--- src/rtl/adc_spi_reader.sv ---
// adc_spi_reader: frames one 16-bit SPI transfer per accepted sample_strobe,
// sending the next channel address and returning the previous conversion.
// Ports:
//   sys_clk, sys_rst       system clock, synchronous active-high reset
//   sample_strobe          one-cycle frame request
//   chan_sel[2:0]          channel to address, captured at frame start
//   AD_CS, AD_SCLK, AD_DIN serial outputs to the ADC (CS low, SCLK idles high)
//   AD_DOUT                serial data from the ADC
//   sample[11:0]           last converted value
//   sample_chan[2:0]       channel that produced sample
//   sample_valid           one-cycle pulse when sample/sample_chan update
//   busy                   high while not idle
//   overrun                one-cycle pulse for a strobe dropped while busy
module adc_spi_reader #(
    parameter int CLK_DIV = 16
) (
    input  logic        sys_clk,
    input  logic        sys_rst,
    input  logic        sample_strobe,
    input  logic [2:0]  chan_sel,
    output logic        AD_CS,
    output logic        AD_SCLK,
    output logic        AD_DIN,
    input  logic        AD_DOUT,
    output logic [11:0] sample,
    output logic [2:0]  sample_chan,
    output logic        sample_valid,
    output logic        busy,
    output logic        overrun
);

    localparam int CW = $clog2(CLK_DIV);
    localparam logic [CW-1:0] LAST = CW'(CLK_DIV - 1);

    localparam logic [2:0] S_IDLE  = 3'd0;
    localparam logic [2:0] S_SETUP = 3'd1;
    localparam logic [2:0] S_SHIFT = 3'd2;
    localparam logic [2:0] S_HOLD  = 3'd3;
    localparam logic [2:0] S_GAP   = 3'd4;

    logic [2:0]    r_state;
    logic [CW-1:0] r_cnt;
    logic [3:0]    r_bit;
    logic          r_phase;
    logic [15:0]   r_shift;
    logic [2:0]    r_addr;
    logic [2:0]    r_prev;
    logic          r_cs;
    logic          r_sclk;
    logic          r_din;
    logic [11:0]   r_sample;
    logic [2:0]    r_chan;
    logic          r_valid;
    logic          r_busy;
    logic          r_overrun;

    logic          w_last;
    logic [3:0]    w_bit_next;
    logic          w_din_next;

    assign w_last     = (r_cnt == LAST);
    assign w_bit_next = r_bit + 4'd1;

    // Control word: address sits in bits 2..4, MSB first.
    always_comb begin
        w_din_next = 1'b0;
        case (w_bit_next)
            4'd2:    w_din_next = r_addr[2];
            4'd3:    w_din_next = r_addr[1];
            4'd4:    w_din_next = r_addr[0];
            default: w_din_next = 1'b0;
        endcase
    end

    always_ff @(posedge sys_clk) begin
        if (sys_rst) begin
            r_state   <= S_IDLE;
            r_cnt     <= '0;
            r_bit     <= '0;
            r_phase   <= 1'b0;
            r_shift   <= '0;
            r_addr    <= '0;
            r_prev    <= '0;
            r_cs      <= 1'b1;
            r_sclk    <= 1'b1;
            r_din     <= 1'b0;
            r_sample  <= '0;
            r_chan    <= '0;
            r_valid   <= 1'b0;
            r_busy    <= 1'b0;
            r_overrun <= 1'b0;
        end else begin
            r_valid   <= 1'b0;
            // The GAP exit cycle is still non-idle, so a strobe there drops.
            r_overrun <= sample_strobe && (r_state != S_IDLE);
            case (r_state)
                S_IDLE: begin
                    if (sample_strobe) begin
                        r_state <= S_SETUP;
                        r_cnt   <= '0;
                        r_addr  <= chan_sel;
                        r_cs    <= 1'b0;
                        r_busy  <= 1'b1;
                    end
                end
                S_SETUP: begin
                    if (w_last) begin
                        r_state <= S_SHIFT;
                        r_cnt   <= '0;
                        r_bit   <= '0;
                        r_phase <= 1'b0;
                        r_sclk  <= 1'b0;
                        r_din   <= 1'b0;
                    end else begin
                        r_cnt <= r_cnt + 1'b1;
                    end
                end
                S_SHIFT: begin
                    if (w_last) begin
                        r_cnt <= '0;
                        if (!r_phase) begin
                            // Sample on the edge that raises SCLK.
                            r_phase <= 1'b1;
                            r_sclk  <= 1'b1;
                            r_shift <= {r_shift[14:0], AD_DOUT};
                        end else if (r_bit == 4'd15) begin
                            r_state <= S_HOLD;
                            r_din   <= 1'b0;
                        end else begin
                            r_bit   <= w_bit_next;
                            r_phase <= 1'b0;
                            r_sclk  <= 1'b0;
                            r_din   <= w_din_next;
                        end
                    end else begin
                        r_cnt <= r_cnt + 1'b1;
                    end
                end
                S_HOLD: begin
                    if (w_last) begin
                        r_state  <= S_GAP;
                        r_cnt    <= '0;
                        r_cs     <= 1'b1;
                        // Data belongs to the channel addressed last frame.
                        r_sample <= r_shift[11:0];
                        r_chan   <= r_prev;
                        r_valid  <= 1'b1;
                        r_prev   <= r_addr;
                    end else begin
                        r_cnt <= r_cnt + 1'b1;
                    end
                end
                S_GAP: begin
                    if (w_last) begin
                        r_state <= S_IDLE;
                        r_cnt   <= '0;
                        r_busy  <= 1'b0;
                    end else begin
                        r_cnt <= r_cnt + 1'b1;
                    end
                end
                default: begin
                    r_state <= S_IDLE;
                    r_cnt   <= '0;
                    r_cs    <= 1'b1;
                    r_sclk  <= 1'b1;
                    r_din   <= 1'b0;
                    r_busy  <= 1'b0;
                end
            endcase
        end
    end

    assign AD_CS        = r_cs;
    assign AD_SCLK      = r_sclk;
    assign AD_DIN       = r_din;
    assign sample       = r_sample;
    assign sample_chan  = r_chan;
    assign sample_valid = r_valid;
    assign busy         = r_busy;
    assign overrun      = r_overrun;

endmodule

--- config.mk ---
export PLATFORM = sky130hd
export DESIGN_NAME = adc_spi_reader
export DESIGN_NICKNAME = d
export VERILOG_FILES = /design/src/rtl/adc_spi_reader.sv
export SDC_FILE = /design/constraint.sdc
export NUM_CORES = 1
export LEC_CHECK = 0
export ABC_AREA = 1
export CAP_MARGIN = 10
export CORE_MARGIN = 2
export CORE_UTILIZATION = 56
export CTS_BUF_LIST = sky130_fd_sc_hd__clkbuf_16
export CTS_CLUSTER_SIZE = 40
export DETAILED_ROUTE_END_ITERATION = 10
export DONT_BUFFER_PORTS = 1
export GPL_TIMING_DRIVEN = 0
export HOLD_SLACK_MARGIN = 0.03
export PLACE_DENSITY = 0.78
export SKIP_LAST_GASP = 1
export SLEW_MARGIN = 20
export SYNTH_ARGS = -nofsm -noshare
export SYNTH_HDL_FRONTEND = slang
export SYNTH_SLANG_ARGS = --single-unit
export TNS_END_PERCENT = 10
--- constraint.sdc ---
create_clock -name sys_clk -period 2 [get_ports sys_clk]
set_input_delay 0.2 -clock sys_clk [delete_from_list [all_inputs] [get_ports sys_clk]]
set_output_delay 0.2 -clock sys_clk [all_outputs]
set_load 0.005 [all_outputs]
# Word-level counts from Yosys, hierarchy flattened
# Index checks and enable logic that the tools add are counted.
[classes]
addsub = 2
bitwise = 5
muxes = 36
eq_ne = 18
reduce_logical = 19
[op_table]
columns = ["op", "n"]
rows = [
  ["two-way mux 4 bit", 6],
  ["two-way mux 3 bit", 7],
  ["inequality test 2 bit, second input constant", 8],
  ["one-hot mux 4 bit (2 select lines)", 2],
  ["one-hot mux 1 bit (3 select lines)", 5],
  ["one-hot mux 3 bit (5 select lines)", 1],
  ["two-way mux 1 bit", 14],
  ["AND reduction 3 bit", 4],
  ["OR reduction 3 bit", 3],
  ["adder 4 x 1 -> 4 bit, second input constant", 2],
  ["== test 4 x 2 -> 1 bit, second input constant", 2],
  ["== test 4 bit, second input constant", 2],
  ["AND reduction 4 bit", 2],
  ["AND reduction 7 bit", 1],
  ["== test 3 x 2 -> 1 bit, second input constant", 2],
  ["NOT 1 bit", 5],
  ["AND reduction 5 bit", 1],
  ["== test 4 x 3 -> 1 bit, second input constant", 1],
  ["AND reduction 2 bit", 2],
  ["OR reduction 4 bit", 1],
  ["== test 3 x 1 -> 1 bit, second input constant", 1],
  ["== test 3 bit, second input constant", 1],
  ["logical NOT 3 bit", 1],
  ["inequality test 3 bit, second input constant", 1],
  ["5 further kinds", 5],
]
[totals]
inputBits = 7
output_inout_bits = 21
wordCells = 95
ff_bits = 51

# Logic depth before layout (Yosys ltp)
# Gate-level depths: netlist (run 1).
[depth]
ltp_word = 7
mapped_depth = 8
mapped_depth_nobuf = 8

# Least setup slack after synthesis (run 1)
# No wires, ideal clock.
[synth_path]
kind = "reg2reg"
from = "register r_cnt[0]"
to = "register r_prev[1]"
synth_period_minus_slack_ns = 1.451
path_stages_with_launch = 9
t_required_ns = 1.887
setup_time_ns = 0.113
path_buffers = 2
arrival_ns = 1.337
slack_ns = 0.549
path_cell_list = "dfxtp_1 ha_1 nand3_2 inv_2 nand2_1 buf_6 buf_6 o21ai_1 nor2_1"
[synth_via]
elab_chain_cells = 2
[synth_lines]
columns = ["element", "line", "text"]
rows = [
  ["start: declaration", "42", "logic [CW-1:0] r_cnt;"],
  ["start signal: assignment", "115", "r_cnt <= r_cnt + 1'b1;"],
  ["start signal: assignment", "136", "r_cnt <= r_cnt + 1'b1;"],
  ["start signal: assignment", "150", "r_cnt <= r_cnt + 1'b1;"],
  ["== test 4 bit", "61", "assign w_last = (r_cnt == LAST);"],
  ["AND reduction 2 bit (no source line)", "--", ""],
  ["end signal: assignment", "148", "r_prev <= r_addr;"],
  ["end: declaration", "47", "logic [2:0] r_prev;"],
]
# No other way between the ends.
# A chain may end at the register's enable or synchronous reset.

# Final worst setup path (run 1)
[layout_path]
from = "register r_cnt[0]"
to = "register r_chan[0], in the netlist sample_chan[0]"
[layout_via]
elab_chain_cells = 2
[layout_lines]
columns = ["element", "line", "text"]
rows = [
  ["== test 4 bit", "61", ""],
  ["AND reduction 2 bit (no source line)", "--", ""],
  ["end signal: assignment", "146", "r_chan <= r_prev;"],
  ["end: declaration", "52", "logic [2:0] r_chan;"],
]
# No other way between the ends.

==> results of run 1 <==
-- layout by cell type (no fill, tap or decap), types with 2 or more instances in the layout --
cell       count
a21oi_2        2
ha_1           4
nand2_1       36
buf_2          2
inv_1         13
nor2_2         3
clkbuf_1       3
a21oi_1       13
buf_6          3
nor2_1        76
nand3_2        2
a211oi_1       2
dfxtp_1       51
o21ai_0       21
nand3_1       19
nor3_1         4
o21ai_1       14
inv_2          6
nand2_4        2
clkbuf_16      5
nand2_2        3
-- routing by layer --
metal | vias to the layer above | track usage [%] | wire length [um]
met2 | 34 | 33.0 | 1930
met3 | 6 | 4.56 | 163
met5 | - | 0 | 0
met1 | 830 | 29.2 | 2120
li1 | 961 | - | -
met4 | 0 | 12.8 | 57
-- worst max path at each step --
stage          startpoint              to  slack (ns)
2_1_floorplan    r_cnt[0]       r_prev[1]        0.55
3_3_place_gp     r_cnt[0]  sample_chan[0]        0.35
3_5_place_dp     r_cnt[0]  sample_chan[0]        0.30
4_1_cts          r_cnt[0]  sample_chan[0]        0.29
5_1_grt          r_cnt[0]  sample_chan[0]        0.20
6_report         r_cnt[0]  sample_chan[0]        0.31
-- through the flow --
| step | power [uW] | hold WS [ns] | util [%] |
|---|---|---|---|
| finish | 2580 | 0.0442 | 64.9 |
| detailed placement | 1750 | 0.284 | 60.7 |
| CTS | 2580 | 0.0423 | 64.9 |
| floorplan | 1640 | 0.278 | - |
| global route | 2730 | 0.0434 | 64.9 |
| global placement | 1730 | 0.281 | 60.7 |
-- cells in the mapped netlist --
master / number / area share, %
a211oi_1: 2 / 0.68
nor3_1: 4 / 0.91
clkbuf_1: 3 / 0.51
xor2_1: 1 / 0.40
a21oi_4: 1 / 0.74
nand4_1: 1 / 0.28
nor2_1: 76 / 13
o21ai_2: 1 / 0.40
nand2_2: 3 / 0.85
nor2_8: 1 / 0.91
nand2_1: 36 / 6.2
dfxtp_1: 51 / 46
o21ai_1: 14 / 3.2
ha_1: 4 / 2.3
buf_6: 3 / 1.5
inv_2: 6 / 1.0
nand3b_1: 1 / 0.34
o21ai_0: 21 / 4.8
buf_2: 2 / 0.46
nor3b_1: 1 / 0.34
nand3_1: 19 / 4.3
nand3_2: 2 / 0.91
buf_4: 1 / 0.34
xnor2_1: 1 / 0.40
a21oi_1: 13 / 3.0
buf_1: 1 / 0.17
nand2_4: 2 / 1.0
inv_1: 13 / 2.2
nor2_2: 3 / 0.85
clkinv_2: 1 / 0.23
a21oi_2: 2 / 0.80
nor2_4: 1 / 0.51
-- registers in the layout, indices dropped and copies added (netlist names) --
name / flops
sample: 12
r_prev: 3
AD_DIN: 1
r_bit: 4
AD_SCLK: 1
r_addr: 3
r_shift: 12
overrun: 1
r_cnt: 4
sample_valid: 1
busy: 1
AD_CS: 1
sample_chan: 3
r_state: 3
r_phase: 1
-- kinds of logic after synthesis --
logic type | synth area share [%]
AOI/OAI and AO/OA | 13.6
buffers and inverters | 6.49
DFF | 46.5
and+or+nand+nor | 30.4
xor gates and xnor gates | 0.797
adders and majority gates | 2.28
-- power breakdown --
| group | leakage, uW | internal, uW | switching [uW] |
|---|---|---|---|
| registers | 0.000413 | 1090 | 78.6 |
| logic | 0.000565 | 192 | 373 |
| clock network | 0.0000674 | 462 | 379 |
| total | 0.00105 | 1740 | 831 |
-- critical path, stage by stage (launching register included) --
cell     delay, ns
dfxtp_1       0.38
ha_1          0.23
nand3_2       0.20
inv_2         0.15
nand2_1       0.11
buf_6         0.16
buf_6         0.14
o21ai_1       0.16
nor2_1        0.06
-- layout make-up --
cell class                 count  area share (%)
inverter                      20            3.16
multi-input combinational    210            42.8
tap                           48            2.49
sequential                    51            42.3
buffer                        10            2.75
clock inverter                 3           0.830
timing repair buffer           1           0.415
clock buffer                   5            5.19
==> flow_metrics.env, run 1 <==
export IMPL_status="complete, no violations"
export IMPL_die_area_sq_um=4440
export IMPL_fp_dieW_um=66.6
export IMPL_min_to="r_shift[0]"
export IMPL_crit_fanout=10
export IMPL_setup_worst_path_start_class="flop"
export IMPL_wl_per_cell_um=12.3
export IMPL_ff2ff_setup_slack_ns=0.31
export IMPL_cts_root_buffer="clkbuf_16"
export IMPL_path_clk_slew_ns=0.07
export IMPL_synth_area_per_cell_sq_um=7.55
export IMPL_min_path_type="in -> reg"
export IMPL_synthCells=291
export IMPL_slew_violations=0
export IMPL_cp_arrival_ns=1.87
export IMPL_postCtsResizedCells=0
export IMPL_irDropWorstVdd_uv=632
export IMPL_grt_overflow_total=0
export IMPL_placedCellCount=339
export IMPL_seq_area_sq_um=1020
export IMPL_grt_max_degree=17
export IMPL_synth_fp_nets=302
export IMPL_hold_viol_final=0
export IMPL_io_buffer_count=0
export IMPL_htreeDepth=2
export IMPL_crit_type="reg -> reg"
export IMPL_multi_input_area_sq_um=1030
export IMPL_synth_warnings=0
export IMPL_synth_cell_type_count=32
export IMPL_drt_iter0_drc=121
export IMPL_p_leak_uw=0.00105
export IMPL_finalWorstSetupSlack_ns=0.311
export IMPL_grt_pass1_wl_um=7370
export IMPL_fin_area_sq_um=2410
export IMPL_drc=0
export IMPL_avgViaCountPerCell=5.26
export IMPL_dp_slack_ns=0.298
export IMPL_relSlewSlack_pct=70.4
export IMPL_whs_path_depth=2
export IMPL_final_cell_count_no_fill=348
export IMPL_core_sq_um=3720
export IMPL_min_period_over_period_pct=84.5
export IMPL_gp_congestion=0.886
export IMPL_fin_tns_setup_ns=0
export IMPL_drive_gt1_share_pct=12.0
export IMPL_clock_sinks=51
export IMPL_rsz0062_at_grt="no"
export IMPL_cts_tree="built"
export IMPL_initial_core_util_pct=59.1
export IMPL_placed_area_sq_um=2260
export IMPL_cts_hold_buf=1
export IMPL_maxCapViolations=0
export IMPL_dr_pass1_iters=4
export IMPL_syn_area_sq_um=2200
export IMPL_reg2reg_depth=8
export IMPL_ios=28
export IMPL_worst_pin_slew_ns=0.444
export IMPL_r2r_end="sample_chan[0]"
export IMPL_antenna_found_initial=0
export IMPL_die_height_um=66.6
export IMPL_wl_um=4270
export IMPL_cts_setup_buffers=0
export IMPL_rows=22
export IMPL_ys_ff_latch=51
export IMPL_skew_ns=0.00392
export IMPL_clk_latency_ns=0.29
export IMPL_fmax_mhz=592
export IMPL_setup_violations=0
export IMPL_cp_required_ns=2.18
export IMPL_clockBufferDepth=2
export IMPL_nNetsFinal=310
export IMPL_grt_pass1_vias=1678
export IMPL_postRouteAntennaNets=0
export IMPL_layout_min_cycle_time_ns=1.69
export IMPL_synth_yosys_seq_area_share_pct=46.5
export IMPL_vias=1831
export IMPL_num_antenna_cells=0
export IMPL_fillers=330
export IMPL_grtUsageTotal_pct=22.0
export IMPL_r2r_start="r_cnt[0]"
export IMPL_area_growth_pct=9.79
export IMPL_p_per_area_nw_per_um2=1070
export IMPL_cp_end_kind="flop"
export IMPL_cts_buffers=5
export IMPL_dp_hpwl_um=3010
export IMPL_worstHoldStart="AD_DOUT"
Note: power is estimated with default switching activity, not from simulation.
==> inputs of run 2 (changes only) <==
==> constraint.sdc (replaced) <==
create_clock -name sys_clk -period 1.7 [get_ports sys_clk]
set_input_delay 0.17 -clock sys_clk [delete_from_list [all_inputs] [get_ports sys_clk]]
set_output_delay 0.17 -clock sys_clk [all_outputs]
set_load 0.005 [all_outputs]
==> flow_metrics.env, run 2 (synthesized netlist as in run 1, its figures left out) <==
export IMPL_dp_hpwl_um=3010
export IMPL_cp_arrival_ns=1.80
export IMPL_cpPeakStageDelay_ns=0.38
export IMPL_drc=0
export IMPL_power_total_uw=3040
export IMPL_path_cells="ha_2 -> nand3_4 -> inv_2 -> nand2_1 -> buf_6 -> buf_6 -> o21ai_1 -> nor2_1"
export IMPL_setup_violations=0
export IMPL_clock_sinks=51
export IMPL_core_sq_um=3720
export IMPL_initial_core_util_pct=59.1
export IMPL_rows=22
export IMPL_postRouteAntennaNets=0
export IMPL_cts_tree="built"
export IMPL_drt_iter0_drc=103
export IMPL_final_common_cell="nor2_1"
export IMPL_area_growth_pct=10.9
export IMPL_p_leak_uw=0.00105
export IMPL_min_path_type="in -> reg"
export IMPL_fillers=325
export IMPL_path_buf_inv=3
export IMPL_crit_fanout=10
export IMPL_fmax_mhz=620
export IMPL_relSlewSlack_pct=68.6
export IMPL_grt_max_degree=17
export IMPL_skew_ns=0.00495
export IMPL_ios=28
export IMPL_clk_latency_ns=0.29
export IMPL_fp_dieW_um=66.6
export IMPL_grt_pass1_wl_um=7380
export IMPL_wl_per_cell_um=12.4
export IMPL_met2_usage_pct=33.0
export IMPL_hold_viol_final=0
export IMPL_fin_area_sq_um=2440
export IMPL_slowest_stage="dfxtp_1"
export IMPL_avgViaCountPerCell=5.23
export IMPL_cp_required_ns=1.88
export IMPL_worst_pin_slew_ns=0.471
export IMPL_die_height_um=66.6
export IMPL_cts_root_buffer="clkbuf_16"
export IMPL_rsz0062_at_grt="yes"
export IMPL_cp_end_kind="flop"
export IMPL_vias=1826
export IMPL_cts_buffers=5
export IMPL_grt_pass1_vias=1668
export IMPL_clockBufferDepth=2
export IMPL_slew_violations=0
export IMPL_die_area_sq_um=4440
export IMPL_nNetsFinal=311
export IMPL_met1_usage_pct=29.3
export IMPL_path_clk_slew_ns=0.07
export IMPL_drive_gt1_share_pct=12.6
export IMPL_top_usage_layer="met2"
export IMPL_gp_congestion=0.886
export IMPL_min_period_over_period_pct=94.8
export IMPL_wl_um=4340
export IMPL_placed_area_sq_um=2260
export IMPL_path_common_cell="buf_6"
export IMPL_layout_min_cycle_time_ns=1.61
export IMPL_grtUsageTotal_pct=22.0
export IMPL_num_antenna_cells=0
export IMPL_crit_type="reg -> reg"
export IMPL_status="complete, no violations"
export IMPL_final_cell_mix="nor2_1 (76), dfxtp_1 (51), nand2_1 (36)"
export IMPL_irDropWorstVdd_uv=741
export IMPL_grt_overflow_total=0
export IMPL_path_delay_family="buffers and inverters"
export IMPL_p_per_area_nw_per_um2=1250
export IMPL_cts_setup_buffers=0
export IMPL_antenna_found_initial=0
export IMPL_use_met3_pct=4.56
export IMPL_setup_worst_path_start_class="flop"
export IMPL_htreeDepth=2
export IMPL_io_buffer_count=0
export IMPL_maxCapViolations=0
export IMPL_dr_pass1_iters=4
-- run 2: changes by cell type in the layout (fill, tap and decap cells not counted) --
cell,previous run,this run
dlygate4sd3_1,1,2
ha_1,4,3
ha_2,0,1
nand3_1,19,18
nand3_4,0,1
-- run 2: what timing repair did --
action | CTS | global route
endpoints found under the hold margin | 3 | 0
endpoints found under the setup margin | 1 | 3
pin swaps | 0 | 0
hold buffers | 2 | 0
resized for setup | 1 | 2
-- run 2: worst register-to-register path, stage by stage (launching register included) --
cell,delay (ns)
dfxtp_1,0.38
ha_2,0.24
nand3_4,0.14
inv_2,0.13
nand2_1,0.11
buf_6,0.16
buf_6,0.14
o21ai_1,0.16
nor2_1,0.06
-- run 2: path summary, 6_finish.rpt --
path,from,to,slack (ns),cells after the start
max,r_cnt[0],sample_chan[0],0.09,8
min,sample_strobe,overrun,0.03,2
max reg2reg,r_cnt[0],sample_chan[0],0.09,8
min reg2reg,AD_SCLK,AD_SCLK,0.48,2
-- run 2: routing by layer --
layer / part of all wire (%) / wire (um)
met2: 44 / 1930
met3: 4.9 / 214
met1: 49 / 2120
met5: 0 / 0
met4: 1.9 / 84
-- run 2: report_power, final --
group | leakage [uW] | internal (uW) | switching (uW)
Combinational | 0.000567 | 229 | 443
Clock | 0.0000674 | 543 | 447
Sequential | 0.000413 | 1280 | 93.3
Total | 0.00105 | 2060 | 983
-- run 2: layout make-up --
class                           count  area (sq um)  share of cell area [%]
Multi-Input combinational cell    210          1050                    43.0
Sequential cell                    51          1020                    41.9
Clock buffer                        5           125                    5.13
Inverter                           20          76.3                    3.13
Buffer                             10          66.3                    2.72
Tap cell                           48          60.1                    2.46
Clock inverter                      3          20.0                   0.821
Timing Repair Buffer                2          20.0                   0.821
-- run 2: per-stage QoR --
step	utilization [%]	setup TNS (ns)	hold WS (ns)	std cells	setup WS, ns
floorplan	-	0	0.248	291	0.249
global placement	60.7	0	0.251	339	0.0470
detailed placement	60.7	-0.00244	0.254	339	-0.00244
CTS	65.4	0	0.0329	349	0.0444
global route	65.6	-0.00490	0.0461	349	-0.00490
finish	65.6	0	0.0330	349	0.0882
==> inputs of run 3 (changes only) <==
--- a/config.mk
+++ b/config.mk
@@ -6,7 +6,6 @@
 export NUM_CORES = 1
 export LEC_CHECK = 0
 export ABC_AREA = 1
-export CAP_MARGIN = 10
 export CORE_MARGIN = 2
 export CORE_UTILIZATION = 56
 export CTS_BUF_LIST = sky130_fd_sc_hd__clkbuf_16
@@ -15,6 +14,7 @@
 export DONT_BUFFER_PORTS = 1
 export GPL_TIMING_DRIVEN = 0
 export HOLD_SLACK_MARGIN = 0.03
+export MAX_ROUTING_LAYER = met4
 export PLACE_DENSITY = 0.78
 export SKIP_LAST_GASP = 1
 export SLEW_MARGIN = 20
==> flow_metrics.env, run 3 (synthesized netlist as in run 1, its figures left out) <==
export IMPL_crit_type="reg -> reg"
export IMPL_fin_area_sq_um=2440
export IMPL_p_clk_share_pct=32.5
export IMPL_num_antenna_cells=0
export IMPL_grt_max_degree=17
export IMPL_clock_sinks=51
export IMPL_rsz0062_at_grt="yes"
export IMPL_clk_latency_ns=0.29
export IMPL_p_per_area_nw_per_um2=1250
export IMPL_r2r_end="sample_chan[0]"
export IMPL_skew_ns=0.00573
export IMPL_slew_violations=0
export IMPL_worstHoldStart="sample_strobe"
export IMPL_cp_arrival_ns=1.79
export IMPL_initial_core_util_pct=59.1
export IMPL_fmax_mhz=622
export IMPL_ff2ff_setup_slack_ns=0.09
export IMPL_path_common_cell="buf_6"
export IMPL_wl_um=4340
export IMPL_fin_util_pct=65.6
export IMPL_seq_area_sq_um=1020
export IMPL_clockBufferDepth=2
export IMPL_wl_per_cell_um=12.4
export IMPL_min_to="overrun"
export IMPL_htreeDepth=2
export IMPL_ios=28
export IMPL_area_growth_pct=10.9
export IMPL_vias=1836
export IMPL_dp_hpwl_um=3010
export IMPL_postRouteAntennaNets=0
export IMPL_cts_setup_buffers=0
export IMPL_p_leak_uw=0.00105
export IMPL_min_period_over_period_pct=94.6
export IMPL_cp_end_kind="flop"
export IMPL_min_path_type="in -> reg"
export IMPL_maxCapViolations=0
export IMPL_slowest_stage="dfxtp_1"
export IMPL_final_cell_mix="nor2_1 (76), dfxtp_1 (51), nand2_1 (36)"
export IMPL_layout_min_cycle_time_ns=1.61
export IMPL_grt_pass1_vias=1668
export IMPL_cp_required_ns=1.88
export IMPL_io_buffer_count=0
export IMPL_die_height_um=66.6
export IMPL_r2r_start="r_cnt[0]"
export IMPL_path_buf_inv=3
export IMPL_avgViaCountPerCell=5.26
export IMPL_nNetsFinal=311
export IMPL_cpPeakStageDelay_ns=0.38
export IMPL_power_switching_uw=981
export IMPL_drc=0
export IMPL_grt_pass1_wl_um=7370
export IMPL_fp_dieW_um=66.6
export IMPL_path_delay_family="buffers and inverters"
export IMPL_irDropWorstVdd_uv=736
export IMPL_rows=22
export IMPL_setup_violations=0
export IMPL_whs_path_depth=2
export IMPL_grt_overflow_total=0
export IMPL_core_sq_um=3720
export IMPL_combPwrFrac_pct=22.1
export IMPL_reg2reg_depth=8
export IMPL_grtUsageTotal_pct=22.6
export IMPL_crit_cells=8
export IMPL_p_seq_share_pct=45.3
export IMPL_status="complete, no violations"
export IMPL_drt_iter0_drc=122
export IMPL_hold_viol_final=0
export IMPL_placed_area_sq_um=2260
export IMPL_cts_root_buffer="clkbuf_16"
export IMPL_crit_fanout=10
export IMPL_cts_tree="built"
export IMPL_gp_congestion=0.901
export IMPL_dr_pass1_iters=4
export IMPL_final_common_cell="nor2_1"
export IMPL_fillers=325
export IMPL_relSlewSlack_pct=69.1
export IMPL_multi_input_area_sq_um=1050
export IMPL_path_clk_slew_ns=0.07
export IMPL_die_area_sq_um=4440
export IMPL_drive_gt1_share_pct=12.6
export IMPL_power_total_uw=3040
export IMPL_cts_buffers=5
export IMPL_path_cells="ha_2 -> nand3_4 -> inv_2 -> nand2_1 -> buf_6 -> buf_6 -> o21ai_1 -> nor2_1"
export IMPL_intPower_uw=2060
export IMPL_worst_pin_slew_ns=0.464
export IMPL_swShare_pct=32.3
export IMPL_antenna_found_initial=0
export IMPL_setup_worst_path_start_class="flop"
run 3: cell counts in the layout (fill, tap and decap cells not counted):
No cell type changed its count.
run 3: per-stage QoR:
stage	setup WS, ns	setup TNS (ns)	hold WS, ns	cells
3_5_place_dp	-0.00244	-0.00244	0.254	339
4_1_cts	0.0444	0	0.0329	349
3_3_place_gp	0.0470	0	0.251	339
6_report	0.0924	0	0.0332	349
5_1_grt	-0.00496	-0.00496	0.0461	349
2_1_floorplan	0.249	0	0.248	291
run 3: layout make-up:
type | instances | area share [%]
Multi-Input combinational cell | 210 | 43.0
Sequential cell | 51 | 41.9
Clock buffer | 5 | 5.13
Inverter | 20 | 3.13
Buffer | 10 | 2.72
Tap cell | 48 | 2.46
Clock inverter | 3 | 0.821
Timing Repair Buffer | 2 | 0.821
run 3: power groups by stage:
stage | clock network [uW] | logic (uW) | registers [uW]
floorplan | 0 | 550 | 1380
global placement | 0 | 639 | 1400
detailed placement | 0 | 654 | 1400
CTS | 999 | 667 | 1380
global route | 1040 | 783 | 1390
finish | 988 | 672 | 1380
run 3: what timing repair did:
item / in CTS / in global routing
hold buffers: 2 / 0
endpoints found under the hold margin: 3 / 0
endpoints found under the setup margin: 1 / 3
resized for setup: 1 / 2
run 3: layer usage:
layer | track usage (%) | vias up | part of all wire (%)
met5 | - | - | 0
met4 | 12.5 | 0 | 1.9
met3 | 4.22 | 7 | 5.4
met2 | 33.0 | 49 | 45
met1 | 29.5 | 821 | 48
li1 | - | 959 | -
run 3: how the worst max path moves through the flow:
stage                  start             end  slack, ns
finish              r_cnt[0]  sample_chan[0]       0.09
detailed placement  r_cnt[0]  sample_chan[0]     -0.002
global placement    r_cnt[0]  sample_chan[0]       0.05
global route        r_cnt[0]  sample_chan[0]     -0.005
floorplan           r_cnt[0]       r_prev[1]       0.25
CTS                 r_cnt[0]  sample_chan[0]       0.04
